[src/rtl/e_bus_handover_ctrl.sv]
// Bus ownership handover between the host 68000 and the Pistorm, clocked on E.
// Waits for Pi activity, requests the bus, qualifies BG against an idle bus, falls back on timeout.
`timescale 1ns/1ps
module e_bus_handover_ctrl #(
  parameter int unsigned CNT_W        = 22,
  parameter int unsigned ALIVE_TICKS  = 1418440,
  parameter int unsigned GRANT_TICKS  = 64,
  parameter int unsigned SETTLE_TICKS = 4
) (
  input  logic       e_clock,
  input  logic       rst_pistorm_mode,
  input  logic       pistorm_en,
  input  logic       sys_reset_n,
  input  logic       pi_activity,
  input  logic       m68k_bg_n,
  input  logic       m68k_as_n,
  input  logic       m68k_dtack_n,
  output logic       bus_request,
  output logic       bus_granted,
  output logic       fallback,
  output logic [2:0] state,
  output logic [3:0] timeout_count
);

  typedef enum logic [2:0] {
    IDLE       = 3'd0,
    WAIT_ALIVE = 3'd1,
    REQUEST    = 3'd2,
    SETTLE     = 3'd3,
    OWNED      = 3'd4,
    RELEASE    = 3'd5,
    FALLBACK   = 3'd6
  } state_t;

  // A zero tick budget behaves as one tick: the counter is loaded with zero and expires next edge.
  localparam logic [CNT_W-1:0] CNT_ONE     = CNT_W'(1);
  localparam logic [CNT_W-1:0] ALIVE_LOAD  = (ALIVE_TICKS  == 0) ? '0 : CNT_W'(ALIVE_TICKS - 1);
  localparam logic [CNT_W-1:0] GRANT_LOAD  = (GRANT_TICKS  == 0) ? '0 : CNT_W'(GRANT_TICKS - 1);
  localparam logic [CNT_W-1:0] SETTLE_LOAD = (SETTLE_TICKS == 0) ? '0 : CNT_W'(SETTLE_TICKS - 1);

  localparam int SYNC_N = 6;
  // Bit order {en, sys_reset_n, activity, bg_n, as_n, dtack_n}; reset to the inactive level.
  localparam logic [SYNC_N-1:0] SYNC_INIT = 6'b010111;

  logic [SYNC_N-1:0] async_in;
  logic [SYNC_N-1:0] sync_s;

  assign async_in = {pistorm_en, sys_reset_n, pi_activity, m68k_bg_n, m68k_as_n, m68k_dtack_n};

  genvar gi;
  generate
    for (gi = 0; gi < SYNC_N; gi++) begin : g_sync
      logic meta_reg;
      logic sync_reg;
      always_ff @(posedge e_clock or posedge rst_pistorm_mode) begin
        if (rst_pistorm_mode) begin
          meta_reg <= SYNC_INIT[gi];
          sync_reg <= SYNC_INIT[gi];
        end else begin
          meta_reg <= async_in[gi];
          sync_reg <= meta_reg;
        end
      end
      assign sync_s[gi] = sync_reg;
    end
  endgenerate

  logic en_s, sys_reset_s, act_s, bg_s, as_s, dtack_s;
  assign {en_s, sys_reset_s, act_s, bg_s, as_s, dtack_s} = sync_s;

  logic bus_idle, abort, cnt_zero;
  logic [CNT_W-1:0] cnt_reg, cnt_next, cnt_dec;
  logic [3:0] timeout_count_reg, tmo_next;
  state_t state_reg, state_next;
  logic bus_request_reg, bus_granted_reg, fallback_reg;

  assign bus_idle = as_s & dtack_s;
  assign abort    = ~sys_reset_s | ~en_s;
  assign cnt_zero = (cnt_reg == '0);
  assign cnt_dec  = cnt_reg - CNT_ONE;

  always_comb begin
    state_next = state_reg;
    cnt_next   = cnt_reg;
    tmo_next   = timeout_count_reg;
    case (state_reg)
      IDLE: begin
        if (en_s && sys_reset_s) begin
          state_next = WAIT_ALIVE;
          cnt_next   = ALIVE_LOAD;
        end
      end
      WAIT_ALIVE: begin
        if (abort) begin
          state_next = RELEASE;
          cnt_next   = '0;
        end else if (act_s) begin
          state_next = REQUEST;
          cnt_next   = GRANT_LOAD;
        end else if (cnt_zero) begin
          state_next = FALLBACK;
        end else begin
          cnt_next = cnt_dec;
        end
      end
      REQUEST: begin
        if (abort) begin
          state_next = RELEASE;
          cnt_next   = '0;
        end else if (!bg_s && bus_idle) begin
          state_next = SETTLE;
          cnt_next   = SETTLE_LOAD;
        end else if (cnt_zero) begin
          state_next = FALLBACK;
          if (timeout_count_reg != 4'hF) tmo_next = timeout_count_reg + 4'd1;
        end else begin
          cnt_next = cnt_dec;
        end
      end
      SETTLE: begin
        // Any bus activity or loss of grant restarts the idle-bus qualification window.
        if (abort) begin
          state_next = RELEASE;
          cnt_next   = '0;
        end else if (!bus_idle || bg_s) begin
          cnt_next = SETTLE_LOAD;
        end else if (cnt_zero) begin
          state_next = OWNED;
        end else begin
          cnt_next = cnt_dec;
        end
      end
      OWNED: begin
        if (abort) begin
          state_next = RELEASE;
          cnt_next   = '0;
        end
      end
      RELEASE: begin
        // Counter bit 0 records that the previous tick already saw reset released.
        if (!sys_reset_s) cnt_next = '0;
        else if (cnt_reg[0]) state_next = IDLE;
        else cnt_next = CNT_ONE;
      end
      FALLBACK: begin
        if (!sys_reset_s) state_next = IDLE;
      end
      default: state_next = IDLE;
    endcase
  end

  always_ff @(posedge e_clock or posedge rst_pistorm_mode) begin
    if (rst_pistorm_mode) begin
      state_reg         <= IDLE;
      cnt_reg           <= '0;
      timeout_count_reg <= '0;
      bus_request_reg   <= 1'b0;
      bus_granted_reg   <= 1'b0;
      fallback_reg      <= 1'b0;
    end else begin
      state_reg         <= state_next;
      cnt_reg           <= cnt_next;
      timeout_count_reg <= tmo_next;
      bus_request_reg   <= (state_next == REQUEST) || (state_next == SETTLE) || (state_next == OWNED);
      bus_granted_reg   <= (state_next == OWNED);
      fallback_reg      <= (state_next == FALLBACK);
    end
  end

  assign state         = state_reg;
  assign timeout_count = timeout_count_reg;
  assign bus_request   = bus_request_reg;
  assign bus_granted   = bus_granted_reg;
  assign fallback      = fallback_reg;

endmodule

[config.mk]
export PLATFORM = sky130hd
export DESIGN_NAME = e_bus_handover_ctrl
export DESIGN_NICKNAME = d
export VERILOG_FILES = /design/src/rtl/e_bus_handover_ctrl.sv
export SDC_FILE = /design/constraint.sdc
export NUM_CORES = 1
export LEC_CHECK = 0
export ABC_CLOCK_PERIOD_IN_PS = 5000
export CAP_MARGIN = 5
export CORE_UTILIZATION = 30
export CTS_CLUSTER_DIAMETER = 40
export DETAILED_ROUTE_END_ITERATION = 12
export GPL_ROUTABILITY_DRIVEN = 0
export GPL_TIMING_DRIVEN = 0
export PLACE_DENSITY_LB_ADDON = 0.15
export SETUP_SLACK_MARGIN = 0.15
export SLEW_MARGIN = 20
export SYNTH_ARGS = -nofsm -noshare
export SYNTH_HDL_FRONTEND = slang
export SYNTH_SLANG_ARGS = --single-unit
[constraint.sdc]
create_clock -name e_clock -period 5 [get_ports e_clock]
set_input_delay 1 -clock e_clock [delete_from_list [all_inputs] [get_ports e_clock]]
set_output_delay 1 -clock e_clock [all_outputs]
set_load 0.01 [all_outputs]
==> flow_summary.toml <==
[outcome]
status = "completed"

[cts]
clock_latency_ns = 0.30
cts_root_buf = "clkbuf_8"
clock_sinks = 44
cts.path.max_buffers = 2
cts_hold_buf = 0
cts_tree = "done"
cts-resized-gates = 0
cts_setup_buffers = 0
h-tree-depth = 2
path_clk_slew_ns = 0.09
cts_buffers = 5

[layout]
final_util_pct = 37.3
antenna_cells = 0
drive_gt1_share_pct = 12.3
mostFrequentLayoutCells = "dfrtp_1 (36), nor2_1 (33), o21ai_0 (27), nand2_1 (21), clkdlybuf4s50_1 (17)"
nets = 302
area_delta_synth_final_pct = 19.5
layout_commonest_cell = "dfrtp_1"
stdcell_count = 395
seq_area_um2 = 1110
fillCellCount = 790
multiInputGateArea_um2 = 1240
largest_reg_flops = 22

[global_routing]
grt_usage_pct = 14.6
grt_antenna_before_repair = 0
grt_pass1_wl_mm = 9.92
grt_max_degree = 25
grt_overflow = 0
grt_pass1_vias = 1997

[timing]
grt_setup_unrepaired = "false"
setup_viol = 0
final_max_slew_viol_count = 0
clock_skew_ns = 0.00906
worst_pin_slew_ns = 0.805
hold_slack_ns = 0.353
slew_headroom_pct = 46.4
tns_ns = 0
period_minus_slack_ns = 2.51
clock.fmax_ghz = 0.398
fin_crit_sh_pct = 50.3
hold_viol = 0

[worst_setup_path]
crit_slowest_cell = "a21oi_1"
path_max_fanout = 10
end_kind = "register"
start_kind = "register"
timing_worst_setup_path_type = "register to register"
timing.critical_path.required_ns = 5.18
cp_common_cell = "o21ai_0"
cp_top_family = "compound AO/OA/AOI/OAI gates"
crit_buf_inv = 2
critical_path.cell_chain = "buf_2 > nand3b_1 > nor2_1 > a21oi_1 > clkbuf_1 > o21ai_0 > nand2_1 > o21ai_0"
cp_data_arrival_time_ns = 2.69
critPathMaxStageDelay_ns = 0.66

[power_and_ir_drop]
power.density_nw_per_um2 = 574
power.net_switching_uw = 693
combPwrFrac_pct = 48.3
power.internal_uw = 981
p_clk_share_pct = 22.5
seqPwrFrac_pct = 29.2
peakVddDrop_mv = 0.203
switching_share_pct = 41.4
p_total_mw = 1.67
leakage_nw = 1.28

[synthesis]
yosysTopAreaCellShare_pct = 36.9
synth-main-ff-cell = "dfrtp_1"
synth-edff-count = 0
syn_avg_cell_area_um2 = 9.13
ys_seq_elements = 44
synth_seq_area_share_pct = 45.6
syn-cell-area_um2 = 2440
async_reset_ff_share_pct = 100
yosys.area.top_type = "dfrtp_1"
synth_warnings = 0
ys_top_cells_by_area = "dfrtp_1 (37%), dfstp_2 (8.6%), o21ai_0 (5.5%)"
ys_types = 59
synth_nets = 277
synthesis.instances = 267

[floorplan]
fp.dieH_um = 92.2
initial_core_util_pct = 31.2
rows = 32
ios = 18
die_w_um = 92.2
core_area_um2 = 7810
die_area_um2 = 8490

[drt]
wl_mm = 5.89
drcViolationCount = 0
vias_per_cell = 5.30
wl_per_cell_um = 14.9
initialDrtViolationCount = 221
drtPass1Iterations = 4
ant_nets = 0
num_vias = 2093

[flow_run]
cap_violations = 0

[placement]
hpwl_mm = 4.24
dp.cells = 387
port-buffer-count = 17

[hold_path]
hold_class = "register to register"
[final timing paths]
path,cells past startpoint,slack (ns),endpoint,from
max in group asynchronous,3,3.48,cnt_reg[0]$_DFFE_PP0P_,rst_pistorm_mode
worst min register to register,0,0.35,en_s$_DFF_PP0_,g_sync[5].meta_reg$_DFF_PP0_
min in group asynchronous,2,1.03,g_sync[3].meta_reg$_DFF_PP0_,rst_pistorm_mode
worst max-delay path,8,2.49,cnt_reg[12]$_DFFE_PP0P_,en_s$_DFF_PP0_
worst max register to register,8,2.49,cnt_reg[12]$_DFFE_PP0P_,en_s$_DFF_PP0_
worst min-delay path,0,0.35,en_s$_DFF_PP0_,g_sync[5].meta_reg$_DFF_PP0_
[cell usage after synthesis (all sizes together) (4+ instances only)]
| master | count |
|---|---|
| dfrtp | 36 |
| nor2 | 33 |
| o21ai | 29 |
| nand2 | 22 |
| a21oi | 13 |
| a31oi | 12 |
| nor3 | 11 |
| clkbuf | 8 |
| dfstp | 8 |
| inv | 8 |
| nor4 | 8 |
| nand3 | 6 |
| o22a | 6 |
| or3 | 6 |
| buf | 5 |
| xnor2 | 4 |
[per-stage QoR]
stage,instance area (um2),worst slack [ns]
2_1_floorplan,2440,2.85
3_3_place_gp,2740,1.96
3_5_place_dp,2760,2.51
4_1_cts,2920,2.48
5_1_grt,2920,2.24
6_report,2920,2.49
[cell families (layout without fill, tap and decap cells)]
kind of cell               count (synthesis)  count (layout)  synth area share, %
and+or+nand+nor                          108             108                 24.3
AOI/OAI and AO/OA                         84              84                 22.5
DFF                                       44              44                 45.6
buffers and inverters                     21              47                 3.54
xor gates and xnor gates                   5               5                 1.80
muxes                                      3               3                 1.28
adders and majority gates                  2               2                 1.03
[power by group through the flow]
stage	sequential (mW)	clock, mW	combinational [mW]
finish	0.489	0.376	0.809
global route	0.499	0.397	0.900
CTS	0.489	0.385	0.807
detailed placement	0.495	0	0.805
global placement	0.495	0	0.801
floorplan	0.484	0	0.606
[cell type report]
class,instances,share of cell area (%)
inverter,8,1.03
timing repair buffer,18,6.52
clock buffer,5,2.36
sequential,44,38.1
tap,102,4.38
buffer,13,1.93
multi-input combinational,202,42.6
clock inverter,3,3.09
[per-layer routing]
metal / track usage, % / wire length, um
met4: 3.26 / 42
met3: 2.49 / 162
met2: 22.6 / 2660
met1: 21.3 / 3030
met5: 0 / 0
[worst register-to-register path, cell delays in order, from the launching register on]
cell      delay (ns)
dfrtp_1         0.36
buf_2           0.17
nand3b_1        0.34
nor2_1          0.07
a21oi_1         0.66
clkbuf_1        0.47
o21ai_0         0.17
nand2_1         0.10
o21ai_0         0.07
(Power assumes the default switching activity.)
